<file path="config.mk">
export PLATFORM = sky130hd
export DESIGN_NAME = ysyx_25030093_wb_sched
export DESIGN_NICKNAME = d
export VERILOG_FILES = /design/src/rtl/ysyx_25030093_wb_sched.sv
export SDC_FILE = /design/constraint.sdc
export NUM_CORES = 1
export LEC_CHECK = 0
export CORE_MARGIN = 8
export CORE_UTILIZATION = 57
export DETAILED_ROUTE_END_ITERATION = 6
export HOLD_SLACK_MARGIN = 0.05
export PLACE_DENSITY = 0.87
export SLEW_MARGIN = 30
export SYNTH_ARGS = -nofsm -noshare
export SYNTH_HDL_FRONTEND = slang
export SYNTH_SLANG_ARGS = --single-unit
export TNS_END_PERCENT = 10
</file>
<file path="constraint.sdc">
create_clock -name clk -period 5.7 [get_ports clk]
set_input_delay 1.14 -clock clk [delete_from_list [all_inputs] [get_ports clk]]
set_output_delay 1.14 -clock clk [all_outputs]
set_load 0.05 [all_outputs]
</file>
<file path="src/rtl/ysyx_25030093_wb_sched.sv">
// Write-back scheduler: EXU/LSU arbitration onto the RF write port, plus a RAW scoreboard.
// Define YSYX_25030093_WB_RR_EN for round-robin tie-break (default: LSU wins ties).
module ysyx_25030093_wb_sched #(
   parameter int ADDR_WIDTH = 5,
   parameter int DATA_WIDTH = 32
) (
   input  logic                  clk,
   input  logic                  rst,
   input  logic                  exu_valid,
   output logic                  exu_ready,
   input  logic [ADDR_WIDTH-1:0] exu_rd,
   input  logic [DATA_WIDTH-1:0] exu_data,
   input  logic                  lsu_valid,
   output logic                  lsu_ready,
   input  logic [ADDR_WIDTH-1:0] lsu_rd,
   input  logic [DATA_WIDTH-1:0] lsu_data,
   input  logic                  iss_valid,
   input  logic [ADDR_WIDTH-1:0] iss_rd,
   output logic                  iss_ready,
   input  logic [ADDR_WIDTH-1:0] rs1_addr,
   input  logic [ADDR_WIDTH-1:0] rs2_addr,
   output logic                  rs1_busy,
   output logic                  rs2_busy,
   output logic                  rf_wen,
   output logic [ADDR_WIDTH-1:0] rf_waddr,
   output logic [DATA_WIDTH-1:0] rf_wdata
);

   localparam int NREG = 1 << ADDR_WIDTH;

   logic exu_win;

`ifdef YSYX_25030093_WB_RR_EN
   logic lsu_last_q, lsu_last_d;

   assign exu_win = lsu_last_q;

   always_comb begin
      lsu_last_d = lsu_last_q;
      if (exu_ready)
         lsu_last_d = 1'b0;
      else if (lsu_ready)
         lsu_last_d = 1'b1;
   end

   always_ff @(posedge clk or negedge rst) begin
      if (!rst)
         lsu_last_q <= 1'b1;
      else
         lsu_last_q <= lsu_last_d;
   end
`else
   assign exu_win = 1'b0;
`endif

   assign exu_ready = exu_valid & (~lsu_valid | exu_win);
   assign lsu_ready = lsu_valid & (~exu_valid | ~exu_win);

   logic                  wen_q, wen_d;
   logic [ADDR_WIDTH-1:0] waddr_q, waddr_d;
   logic [DATA_WIDTH-1:0] wdata_q, wdata_d;

   // r0 writes still go through the stage so address/data are visible
   always_comb begin
      wen_d   = 1'b0;
      waddr_d = waddr_q;
      wdata_d = wdata_q;
      if (exu_ready) begin
         wen_d   = |exu_rd;
         waddr_d = exu_rd;
         wdata_d = exu_data;
      end else if (lsu_ready) begin
         wen_d   = |lsu_rd;
         waddr_d = lsu_rd;
         wdata_d = lsu_data;
      end
   end

   always_ff @(posedge clk or negedge rst) begin
      if (!rst) begin
         wen_q   <= 1'b0;
         waddr_q <= '0;
         wdata_q <= '0;
      end else begin
         wen_q   <= wen_d;
         waddr_q <= waddr_d;
         wdata_q <= wdata_d;
      end
   end

   assign rf_wen   = wen_q;
   assign rf_waddr = waddr_q;
   assign rf_wdata = wdata_q;

   logic [1:0]      cnt_q [NREG];
   logic [1:0]      cnt_d [NREG];
   logic [NREG-1:0] inc_v;
   logic [NREG-1:0] dec_v;

   assign iss_ready = (cnt_q[iss_rd] != 2'd3) | (iss_rd == '0);
   assign rs1_busy  = (cnt_q[rs1_addr] != 2'd0) & (|rs1_addr);
   assign rs2_busy  = (cnt_q[rs2_addr] != 2'd0) & (|rs2_addr);

   always_comb begin
      for (int r = 0; r < NREG; r++) begin
         inc_v[r] = iss_valid & iss_ready
                  & (iss_rd == ADDR_WIDTH'(r));
         dec_v[r] = wen_q & (waddr_q == ADDR_WIDTH'(r));
         cnt_d[r] = cnt_q[r];
         case ({inc_v[r], dec_v[r]})
            2'b10:   cnt_d[r] = cnt_q[r] + 2'd1;
            2'b01:   if (cnt_q[r] != 2'd0)
                        cnt_d[r] = cnt_q[r] - 2'd1;
            default: cnt_d[r] = cnt_q[r];
         endcase
      end
      cnt_d[0] = 2'd0;
   end

   always_ff @(posedge clk or negedge rst) begin
      if (!rst) begin
         for (int r = 0; r < NREG; r++)
            cnt_q[r] <= 2'd0;
      end else begin
         for (int r = 0; r < NREG; r++)
            cnt_q[r] <= cnt_d[r];
      end
   end

endmodule

</file>
==> flow_summary.json <==
{
  "initial_utilization": 0.5755,
  "cp.required_ns": 4.56,
  "rows": 40,
  "grt_pass1_wl_mm": 33.38,
  "viasPerCell": 6.373,
  "slew_headroom": 0.4409,
  "cts.repair.resized": 0,
  "grt_pass1_vias": 6471,
  "die-area_sq_um": 15730,
  "antenna_cells": 0,
  "worst_ep_arrival_time_ns": 4.00,
  "worstSkewPairLatency_ns": 0.36,
  "worst_slack_ns": 0.5553,
  "numCtsBuffers": 9,
  "fin_crit_sh": 0.9026,
  "layout_min_cycle_time_ns": 5.145,
  "worstSetupStartpointType": "input port",
  "p_leak_nw": 3.485,
  "drv_cap": 0,
  "die_h_microns": 125.4,
  "overflow": 0,
  "rsz0062_at_grt": "no",
  "synth_edf_count": 0,
  "grt_max_degree": 96,
  "drt_wl_total_mm": 20.25,
  "fmax_ghz": 0.1944,
  "powerDensity_nw_per_um2": 287.8,
  "synth_cell_types": 52,
  "vdd_drop_max_mv": 0.1901,
  "io_pins": 137,
  "violations": "design-rule violations",
  "root_buffer": "clkbuf_16",
  "fin_setup_tns_ns": 0,
  "dpl.hpwl_mm": 15.13,
  "portBuffers": 136,
  "hold_viol_final": 0,
  "cp-end-kind": "output port",
  "synth_ff_type": "dfrtp_1",
  "gp_congestion": 0.9500,
  "r2r_slack_ns": 2.86,
  "post_cts.repair.setup_buffers": 0,
  "place_ws_ns": 0.5423,
  "antenna_found_initial": 0,
  "path_class": "input port to output port",
  "hold_buffers": 0,
  "vias": 6736,
  "core_area_sq_um": 11860,
  "syn_nets": 893,
  "setup_viol": 0,
  "drc": 1,
  "ys_async_sr_fraction": 1.000,
  "netlist_area_sq_um": 6827,
  "worst_slew_pin_slew_ns": 0.8387,
  "clock-sinks": 100,
  "status": "finished with violations",
  "drtIter0Drc": 841,
  "clockBufferDepth": 2,
  "dr.pass1.iters": 7,
  "ctsHtreeMaxLevel": 3,
  "die_w_microns": 125.4,
  "ys_seq_elements": 100,
  "tritoncts": "built",
  "clk_pin_slew_worst_paths_ns": 0.06,
  "avgSynthCellArea_sq_um": 8.544,
  "ys.warnings.count": 0,
  "clock_skew_ns": 0.01093,
  "final_nets": 999,
  "fin_util": 0.7166,
  "avgRoutedWirePerCell_microns": 19.16,
  "netlist_instances": 799,
  "drv_slew": 0,
  "place_area_sq_um": 8200,
  "min_path_type": "flop to flop",
  "synth_seq_area_share": 0.3666,
  "finalInstanceArea_sq_um": 8499,
  "ant_nets": 0,
  "grtUsageTotal": 0.2608,
  "area_growth_pct": 24.51,
  "critical_path.max_fanout": 9,
  "drive_above_1_share": 0.06703
}
## registers in the layout, summed over array words and instances (netlist names)
name and count:
rf_wen 1, rf_wdata 32, cnt_q 62, rf_waddr 5
## path summary, 6_finish.rpt
check | endpoint | depth (start not counted) | start
max | rs2_busy | 6 | rs2_addr[1]
min | cnt_q[50] | 1 | cnt_q[50]
max reg2reg | cnt_q[30] | 7 | cnt_q[26]
min reg2reg | cnt_q[50] | 1 | cnt_q[50]
max in group asynchronous | rf_wdata[2] | 2 | rst
min in group asynchronous | rf_wdata[26] | 1 | rst
## layout make-up
type	count	area, sq um
clock buffers	10	229.0
clock inverters	6	70.07
fillers	886	3362
inverters	8	30.03
multi-input cells	643	4073
flip-flops and latches	100	2502
well taps	147	183.9
repair buffers	143	1411
## power breakdown
group,internal (mW),switching [mW],total (mW)
Sequential,0.836,0.183,1.02
Combinational,0.364,0.433,0.797
Clock,0.346,0.285,0.630
## metrics by stage
step           power (mW)  hold WS (ns)  std cells
6_report            2.446        0.5268       1057
5_1_grt             2.561        0.5494       1057
2_1_floorplan       1.508        0.4852        799
3_3_place_gp        1.784        0.5106       1041
4_1_cts             2.442        0.5271       1057
3_5_place_dp        1.809        0.5133       1041
## cell usage after synthesis (all sizes together) (14+ instances only)
cell    instances  area, sq um
nand2         101        379.1
dfrtp         100         2502
nor2           94        352.8
o21ai          68        344.1
a21oi          63        315.3
nor3           47        235.2
mux2i          43        430.4
a211oi         31        267.8
clkbuf         25        93.84
a21o           23        172.7
buf            23        135.1
nand3          21        105.1
mux4           20        450.4
nor2b          18        112.6
and3           16        100.1
nand2b         14        87.58
## critical path: stages
cell and delay [ns]:
clkdlybuf4s50_1 0.60, inv_1 0.28, mux4_2 0.54, mux4_2 0.47, a21oi_1 0.15, clkdlybuf4s50_1 0.81
## cell usage in the layout (no fill, tap or decap), drive strengths merged, types with 5 or more instances in the layout
cell / count
nor2: 94
clkbuf: 10
nand3: 21
o21ai: 68
buf: 11
nand2: 101
or2: 5
a21o: 23
inv: 11
and3: 16
o211ai: 6
o211a: 11
a21oi: 63
a22oi: 6
nand2b: 14
nor3: 47
mux2i: 43
nor2b: 18
o21a: 6
a2111oi: 13
a211oi: 31
clkdlybuf4s50: 132
dfrtp: 100
mux4: 20
## kinds of logic (layout without fill, tap and decap cells)
| kind of cell | count (synthesis) | in the layout | synth area share |
|---|---|---|---|
| simple gates | 330 | 330 | 0.2203 |
| compound gates | 244 | 244 | 0.2374 |
| flops | 100 | 100 | 0.3666 |
| mux | 66 | 66 | 0.1340 |
| buf+inv | 56 | 167 | 0.03794 |
| xor+xnor | 3 | 3 | 0.003850 |
## layer usage
metal / GRT usage / part of all wire
met1: 0.3212 / 0.39
met4: 0.09169 / 0.024
met2: 0.3932 / 0.45
met3: 0.1211 / 0.14
met5: 0 / 0
Note: power is estimated with default switching activity, not from simulation.
